### src/rtl/wb_port_arbiter.sv
// Shares the regfile write port between pipeline writeback and a long-latency unit.
// LU results queue in a small in-order buffer and drain into idle write-port cycles.
module wb_port_arbiter #(
  parameter int XLEN       = 32,
  parameter int DEPTH      = 2,
  parameter int STARVE_MAX = 8
) (
  input  logic            clk,
  input  logic            rst_n,
  input  logic            pipe_regwen,
  input  logic [4:0]      pipe_rd,
  input  logic [XLEN-1:0] pipe_wdata,
  input  logic            lu_valid,
  output logic            lu_ready,
  input  logic [4:0]      lu_rd,
  input  logic [XLEN-1:0] lu_wdata,
  input  logic [4:0]      chk_rs1,
  input  logic [4:0]      chk_rs2,
  output logic            hazard,
  output logic            stall_req,
  output logic            rf_we,
  output logic [4:0]      rf_wa,
  output logic [XLEN-1:0] rf_wd
);

  localparam int CW = $clog2(DEPTH + 1);
  localparam int SW = $clog2(STARVE_MAX + 1);

  logic [4:0]      q_rd   [DEPTH];
  logic [XLEN-1:0] q_data [DEPTH];
  logic [CW-1:0]   q_cnt;
  logic [4:0]      n_rd   [DEPTH];
  logic [XLEN-1:0] n_data [DEPTH];
  logic [CW-1:0]   n_cnt;
  logic [SW-1:0]   starve_cnt;
  logic            rf_lu;
  logic            pipe_wr;
  logic            fifo_ne;
  logic            take_fifo;
  logic            squash;
  logic            enq;
  logic            blocked;

  function automatic logic rd_hit(input logic [4:0] rd, input logic [4:0] rs1,
                                  input logic [4:0] rs2);
    return (rd != 5'd0) && ((rd == rs1) || (rd == rs2));
  endfunction

  assign lu_ready  = (q_cnt < CW'(DEPTH));
  assign pipe_wr   = pipe_regwen && (pipe_rd != 5'd0);
  assign fifo_ne   = (q_cnt != '0);
  assign take_fifo = fifo_ne && (stall_req || !pipe_wr);
  assign squash    = pipe_wr && !take_fifo;
  assign enq       = lu_valid && lu_ready && (lu_rd != 5'd0);
  assign blocked   = fifo_ne && !take_fifo;

  // Queue is kept compacted at index 0 = head: drop the dequeued head and any
  // entries overwritten by a younger pipe write, then append the new LU result.
  always_comb begin
    n_cnt = '0;
    for (int k = 0; k < DEPTH; k++) begin
      n_rd[k]   = q_rd[k];
      n_data[k] = q_data[k];
    end
    for (int i = 0; i < DEPTH; i++) begin
      if ((CW'(i) < q_cnt) && !(take_fifo && (i == 0)) &&
          !(squash && (q_rd[i] == pipe_rd))) begin
        for (int k = 0; k < DEPTH; k++) begin
          if (CW'(k) == n_cnt) begin
            n_rd[k]   = q_rd[i];
            n_data[k] = q_data[i];
          end
        end
        n_cnt = n_cnt + CW'(1);
      end
    end
    if (enq) begin
      for (int k = 0; k < DEPTH; k++) begin
        if (CW'(k) == n_cnt) begin
          n_rd[k]   = lu_rd;
          n_data[k] = lu_wdata;
        end
      end
      n_cnt = n_cnt + CW'(1);
    end
  end

  always_comb begin
    hazard = 1'b0;
    for (int i = 0; i < DEPTH; i++) begin
      if ((CW'(i) < q_cnt) && rd_hit(q_rd[i], chk_rs1, chk_rs2)) hazard = 1'b1;
    end
    if (rf_lu && rd_hit(rf_wa, chk_rs1, chk_rs2)) hazard = 1'b1;
  end

  always_ff @(posedge clk or negedge rst_n) begin
    if (!rst_n) begin
      q_cnt <= '0;
      for (int k = 0; k < DEPTH; k++) begin
        q_rd[k]   <= '0;
        q_data[k] <= '0;
      end
    end else begin
      q_cnt <= n_cnt;
      for (int k = 0; k < DEPTH; k++) begin
        q_rd[k]   <= n_rd[k];
        q_data[k] <= n_data[k];
      end
    end
  end

  // rf_lu marks that the registered write came from the queue, for the hazard lookup.
  always_ff @(posedge clk or negedge rst_n) begin
    if (!rst_n) begin
      rf_we <= 1'b0;
      rf_wa <= '0;
      rf_wd <= '0;
      rf_lu <= 1'b0;
    end else if (take_fifo) begin
      rf_we <= 1'b1;
      rf_wa <= q_rd[0];
      rf_wd <= q_data[0];
      rf_lu <= 1'b1;
    end else if (pipe_wr) begin
      rf_we <= 1'b1;
      rf_wa <= pipe_rd;
      rf_wd <= pipe_wdata;
      rf_lu <= 1'b0;
    end else begin
      rf_we <= 1'b0;
      rf_lu <= 1'b0;
    end
  end

  always_ff @(posedge clk or negedge rst_n) begin
    if (!rst_n) begin
      starve_cnt <= '0;
      stall_req  <= 1'b0;
    end else if (!blocked) begin
      starve_cnt <= '0;
      stall_req  <= 1'b0;
    end else if (starve_cnt == SW'(STARVE_MAX - 1)) begin
      starve_cnt <= '0;
      stall_req  <= 1'b1;
    end else begin
      starve_cnt <= starve_cnt + SW'(1);
      stall_req  <= 1'b0;
    end
  end

endmodule

### config.mk
export PLATFORM = sky130hd
export DESIGN_NAME = wb_port_arbiter
export DESIGN_NICKNAME = d
export VERILOG_FILES = /design/src/rtl/wb_port_arbiter.sv
export SDC_FILE = /design/constraint.sdc
export NUM_CORES = 1
export LEC_CHECK = 0
export CELL_PAD_IN_SITES_DETAIL_PLACEMENT = 1
export CELL_PAD_IN_SITES_GLOBAL_PLACEMENT = 1
export CORE_MARGIN = 3
export CORE_UTILIZATION = 39
export DETAILED_ROUTE_END_ITERATION = 12
export PLACE_DENSITY = 0.88
export SLEW_MARGIN = 20
export SYNTH_ARGS = -nofsm -noshare
export SYNTH_HDL_FRONTEND = slang
export SYNTH_SLANG_ARGS = --single-unit
export TNS_END_PERCENT = 100
### constraint.sdc
create_clock -name clk -period 3.3 [get_ports clk]
set_input_delay 0.495 -clock clk [delete_from_list [all_inputs] [get_ports clk]]
set_output_delay 0.495 -clock clk [all_outputs]
set_load 0.01 [all_outputs]
==> results of run 1 <==
==> sequential cells by signal (all words and copies together) (netlist names) <==
name        flops
rf_lu           1
q_rd           10
q_cnt           2
q_data         64
starve_cnt      4
rf_wd          32
stall_req       1
rf_wa           5
rf_we           1
==> kinds of logic (layout without fill, tap and decap cells) <==
| kind of cell | after synthesis | count (layout) | share of synthesized area (%) |
|---|---|---|---|
| adder cells (fa/ha/maj) | 4 | 4 | 0.859 |
| multiplexers | 37 | 37 | 7.15 |
| XOR/XNOR | 42 | 42 | 6.32 |
| buffers and inverters | 49 | 186 | 4.43 |
| AND/OR/NAND/NOR | 221 | 221 | 16.1 |
| flip-flops | 120 | 120 | 51.6 |
| AO/OA/AOI/OAI | 90 | 90 | 13.6 |
==> synthesized netlist by cell type, types with 3 or more instances <==
cell,n
ha_1,4
o211ai_2,30
buf_8,3
nand2_1,77
inv_1,3
nor3_1,10
o21ai_1,3
nand3_1,43
or4_1,4
xnor2_1,23
buf_2,11
mux2_1,37
nor2_1,78
clkbuf_1,24
dfrtp_1,120
o22ai_1,37
buf_4,5
xor2_1,19
o21ai_0,3
o211ai_1,7
==> metal layers <==
layer,routed length [um],vias up,GRT usage [%],share of wire [%]
li1,-,2209,-,-
met1,7810,2599,28.9,39
met2,10600,188,43.6,53
met3,969,56,4.71,4.8
met4,769,0,12.3,3.8
met5,0,-,0,0
==> area by class of cell <==
type	count	area, um^2
clock buffers	23	468
inverters	5	18.8
repair buffers	149	1470
flip-flops and latches	120	3000
clock inverters	9	170
fillers	1557	6660
well taps	184	230
multi-input cells	394	2570
==> power breakdown <==
part / total, mW / switching (mW) / internal (mW)
clock network: 2.03 / 0.656 / 1.37
registers: 2.79 / 0.612 / 2.18
logic: 3.17 / 1.71 / 1.46
==> worst max-delay path: cells and delay by family <==
family          cells  cell delay [ns]
simple gates        3             0.85
compound gates      3             0.56
buf+inv             3             1.14
fa+ha+maj           1             0.25
==> path summary, 6_finish.rpt <==
path / from / to / slack, ns / cells past startpoint
setup / recovery: pipe_rd[3] / q_data[63]$_DFF_PN0_ / 0.32 / 10
hold / removal: rst_n / rf_wd[7]$_DFFE_PN0P_ / 0.13 / 1
setup reg to reg: q_rd[5]$_DFF_PN0_ / q_data[63]$_DFF_PN0_ / 0.69 / 9
hold reg to reg: q_data[17]$_DFFE_PN0P_ / q_data[17]$_DFFE_PN0P_ / 0.50 / 1
max in group asynchronous: rst_n / q_data[30]$_DFFE_PN0P_ / 2.26 / 2
min in group clk: q_data[17]$_DFFE_PN0P_ / q_data[17]$_DFFE_PN0P_ / 0.50 / 1
==> out/results.tsv, run 1 <==
stage	metric	value	unit
cts	Clock Path Buffers	2	
timing	Slew Limit Fails	0	
timing	RSZ-0062 raised after global routing	false	
die	core box area	14600	um^2
placement	Placed Instances	852	
die	Starting Density	39.9	%
synthesis	mapped cell area	5820	um^2
die	row cnt	44	
grt	initial antenna violation count	0	
synthesis	top cells by area, synth	dfrtp_1, mux2_1, o211ai_2	
die	Die X	128	um
cts	buffer count from post-CTS setup fixing	0	
placement	Placement Setup Slack	-0.0617	ns
die	DIE AREA	16400	um^2
timing	Fin. Hold Viols	0	
cts	number of buffers created by CTS	17	
timing	final worst slack	0.321	ns
cts	clock-pin slew on the worst setup and hold paths	0.06	ns
final_layout	share of cells above drive strength 1	12.9	%
power	power consumption	7.99	mW
synthesis	Syn Inst Count	563	
grt	vias in the first global route	5647	
power	pwr/cell area	1010	nW/um^2
routing	vias per inst	5.71	
routing	initial drt markers	264	
grt	global route total overflow	0	
setup_path	critical path type	in2reg	
hold_path	Hold WC Path Type	in2async	
synthesis	register area share after synthesis	51.6	%
cts	Num Clock Sinks	120	
placement	IO Port Bufs	128	
setup_path	crit end category	flop	
setup_path	worst path required time	3.63	ns
final_layout	Antenna diodes	0	
timing	worst-margin pin slew	0.760	ns
final_layout	post-route cell area	7930	um^2
placement	routability congestion estimate	0.841	
synthesis	Post-synth EDFFs	0	
timing	# setup viols final	0	
die	die height	128	um
cts	Clock Latency Late Sink	0.42	ns
placement	Placement Cell Area	7290	um^2
setup_path	crit path max fanout	26	
routing	residual DRC count	0	
synthesis	Yosys Warn Count	0	
power	Lkg Pwr	3.36	nW
final_layout	# nets final	779	
timing	Sum Neg Setup Slack	0	ns
cts	CTS tree	built	
synthesis	Yosys cell types	36	
setup_path	CP cell instances	clkdlybuf4s50_1, or4_4, o211ai_4, a31o_4, buf_4, ha_1, and2_1, buf_4, nand2_1, o211ai_1	
routing	Detail Route Antenna Nets	0	
routing	Vias	5052	
final_layout	most frequent cells in the layout	clkdlybuf4s50_1, dfrtp_1, nor2_1	
setup_path	most frequent CP cell	buf_4	
synthesis	Avg Inst Size Synth	10.3	um^2
timing	fin crit share	90.3	%
setup_path	slowest library cell on the worst path	or4_4	
timing	Rel. slew slack	49.3	%
setup_path	Data arrival, critical path	3.30	ns
cts	CTS resizes	0	
routing	Post-Route WL	20.1	mm
synthesis	asr flop ratio synth	100	%
routing	DRT Pass-1 Iters	5	
setup_path	Crit path largest cell delay	0.56	ns
cts	CTS Root Cell	clkbuf_16	
synthesis	Seq cells post-synth	120	
cts	H-tree levels	4	
die	Top Ports	129	
grt	GRT Util Overall	24.9	%
final_layout	Core Util, Final	54.4	%
status	status	finished clean	
timing	fin crit period	2.98	ns
grt	largest net degree at the start of global routing	57	
flow_run	MaxCap Viol Count	0	
timing	Fmax	336	MHz
synthesis	net count after synthesis	655	
routing	DR WL/cell	22.8	um
placement	post-DP HPWL	13.2	mm
final_layout	commonest non-fill, non-tap cell in the layout	clkdlybuf4s50_1	
final_layout	Cell Count, Final, Fillers Out	884	
power	Max VDD drop	0.474	mV
grt	first-pass GRT wire length	31.3	mm
timing	Worst Clk Skew	0.00968	ns
synthesis	dominant synthesized flop cell	dfrtp_1	
final_layout	layout overhead on the synthesized area	36.2	%
synthesis	largest area contributor in the netlist	dfrtp_1	
timing	Hold WS	0.129	ns
synthesis	post-synth top area share	51.6	%
cts	cts hold-fix bufs	0	
setup_path	startpoint types	input pin	
No activity file was read; power rests on OpenSTA's default activity.
==> run 2, diff against run 1 <==
CORE_UTILIZATION = 42   (was 39)
PLACE_DENSITY = 0.93   (was 0.88)
clock period = 3.72 ns   (was 3.3 ns; I/O delays follow)
==> out/results.tsv, run 2 (synthesized netlist as in run 1, its figures left out) <==
stage	metric	value	unit	change
final_layout	Core Util, Final	58.7	%	+4.3 points
grt	vias in the first global route	5691		+0.78%
cts	H-tree levels	4		unchanged
routing	DRT Pass-1 Iters	4		-1
grt	global route total overflow	0		unchanged
grt	GRT Util Overall	27.4	%	+2.5 points
final_layout	Antenna diodes	0		unchanged
cts	CTS tree	built		
timing	Worst Clk Skew	0.00638	ns	-0.00329 ns
setup_path	startpoint types	input pin		
setup_path	critical path type	in2reg		
final_layout	share of cells above drive strength 1	12.4	%	-0.43 points
routing	met1 wire length	7.92	mm	+1.4%
setup_path	FF-to-FF setup slack	0.87	ns	+0.18 ns
final_layout	top flop regs	q_data (64), rf_wd (32), q_rd (10)		
power	Clock power frac	25.3	%	about the same
cts	buffer count from post-CTS setup fixing	0		unchanged
power	sequential power share	35.0	%	about the same
final_layout	commonest non-fill, non-tap cell in the layout	clkdlybuf4s50_1		
timing	RSZ-0062 raised after global routing	false		
setup_path	R2R depth	9		unchanged
routing	Detail Route Antenna Nets	0		unchanged
timing	Slew Limit Fails	0		unchanged
hold_path	Hold WC Path Type	in2async		
timing	Rel. slew slack	42.6	%	-6.7 points
timing	worst-margin pin slew	0.860	ns	+0.101 ns
routing	WL met3	973	um	+0.41%
flow_run	MaxCap Viol Count	0		unchanged
status	status	finished clean		
die	core box area	13400	um^2	-8.1%
setup_path	worst path required time	3.99	ns	+0.36 ns
routing	DR top layer	met4		
routing	residual DRC count	0		unchanged
routing	Post-Route WL	20.4	mm	+1.3%
placement	IO Port Bufs	128		unchanged
die	Die X	124	um	-3.5%
grt	first-pass GRT wire length	31.5	mm	+0.68%
timing	fin crit share	87.5	%	
power	internal cell power	4.37	mW	-13%
placement	routability congestion estimate	0.916		+8.9%
setup_path	CP cell instances	clkdlybuf4s50_1, or4_4, o211ai_4, a31o_4, inv_2, ha_1, nand2_2, buf_4, mux2_1		
cts	Clock Path Buffers	2		unchanged
power	Switching Power	2.69	mW	-9.5%
power	pwr/cell area	899	nW/um^2	-11%
placement	post-DP HPWL	12.5	mm	-4.8%
routing	initial drt markers	352		+33%
routing	Vias	5040		-0.24%
final_layout	max FFs per register	64		unchanged
setup_path	slowest library cell on the worst path	or4_4		
routing	DR WL/cell	23.5	um	+3.2%
die	Top Ports	129		unchanged
setup_path	Crit path largest cell delay	0.60	ns	+0.04 ns
setup_path	crit end category	flop		
grt	initial antenna violation count	0		unchanged
setup_path	worst reg2reg endpoint	q_data[40]$_DFF_PN0_		
final_layout	layout overhead on the synthesized area	35.0	%	
grt	largest net degree at the start of global routing	63		+11%
power	Net Sw Frac	38.1	%	+0.87 points
timing	fin crit period	3.26	ns	
power	Comb pwr share	39.7	%	about the same
setup_path	Data arrival, critical path	3.53	ns	+0.23 ns
die	die height	124	um	-3.5%
setup_path	crit path max fanout	21		-19%
cts	Clock Latency Late Sink	0.42	ns	about the same
final_layout	most frequent cells in the layout	clkdlybuf4s50_1, dfrtp_1, nor2_1		
cts	number of buffers created by CTS	17		unchanged
die	row cnt	42		-4.5%
cts	cts hold-fix bufs	0		unchanged
power	Lkg Pwr	3.32	nW	-1.3%
routing	vias per inst	5.81		+1.6%
timing	# setup viols final	0		unchanged
cts	CTS resizes	0		unchanged
final_layout	# nets final	771		-1.0%
cts	clock-pin slew on the worst setup and hold paths	0.06	ns	about the same
die	DIE AREA	15300	um^2	-6.8%
cts	CTS Root Cell	clkbuf_16		
die	Starting Density	43.5	%	+3.5 points
timing	Sum Neg Setup Slack	0	ns	unchanged
timing	Fmax	307	MHz	
timing	Fin. Hold Viols	0		unchanged
final_layout	register name with the most flops	q_data		
setup_path	r2r startpoint	q_rd[3]$_DFFE_PN0P_		
routing	DR WL met2	10.7	mm	+1.1%
power	Max VDD drop	0.433	mV	-8.5%
cts	Num Clock Sinks	120		unchanged
==> run 2: critical path: cells and delay by family <==
family / cells / cell delay (ns)
buffers and inverters: 3 / 0.90
AND/OR/NAND/NOR: 2 / 0.70
AO/OA/AOI/OAI: 2 / 0.57
multiplexers: 1 / 0.43
adder cells (fa/ha/maj): 1 / 0.33
==> run 2: area by class of cell <==
| class | instances | area, um^2 |
|---|---|---|
| inverter | 5 | 18.8 |
| clock buffer | 20 | 467 |
| sequential | 120 | 3000 |
| timing repair buffer | 141 | 1410 |
| multi-input combinational | 394 | 2570 |
| fill | 1425 | 5540 |
| clock inverter | 12 | 173 |
| tap | 176 | 220 |
==> run 2: worst max-delay path by stage <==
| stage | start | endpoint | depth (start not counted) |
|---|---|---|---|
| floorplan | pipe_rd[1] | q_rd[3]$_DFFE_PN0P_ | 9 |
| global placement | pipe_rd[2] | q_data[19]$_DFFE_PN0P_ | 9 |
| detailed placement | pipe_rd[2] | q_data[40]$_DFF_PN0_ | 9 |
| CTS | pipe_rd[2] | q_data[30]$_DFFE_PN0P_ | 9 |
| global route | pipe_rd[2] | q_data[40]$_DFF_PN0_ | 9 |
| finish | pipe_rd[2] | q_data[30]$_DFFE_PN0P_ | 9 |
==> run 2: per-layer routing <==
| metal | vias to the layer above | global-route usage (%) |
|---|---|---|
| met2 | 212 | 47.2 |
| met1 | 2577 | 32.1 |
| li1 | 2190 | - |
| met4 | 0 | 14.1 |
| met3 | 61 | 5.77 |
| met5 | - | 0 |
==> run 2: stage by stage <==
stage	cells	setup slack [ns]	instance area (um^2)	total power [mW]	hold slack, ns
detailed placement	836	0.177	7220	5.11	0.482
finish	868	0.463	7860	7.07	0.221
CTS	868	0.499	7860	7.08	0.250
floorplan	563	0.923	5820	4.04	0.262
global placement	836	0.319	7220	4.86	0.450
global route	868	0.398	7860	7.42	0.274
==> run 2: power groups by stage <==
stage / registers (mW) / logic [mW] / clock network (mW)
4_1_cts: 2.46 / 2.82 / 1.81
3_3_place_gp: 2.37 / 2.50 / 0
2_1_floorplan: 2.29 / 1.75 / 0
5_1_grt: 2.53 / 3.03 / 1.86
6_report: 2.48 / 2.80 / 1.79
3_5_place_dp: 2.43 / 2.69 / 0
==> run 3, diff against run 2 <==
SLEW_MARGIN = 5   (was 20)
==> results of run 3 <==
Final layout, timing and power as in run 2 (identical DEF).
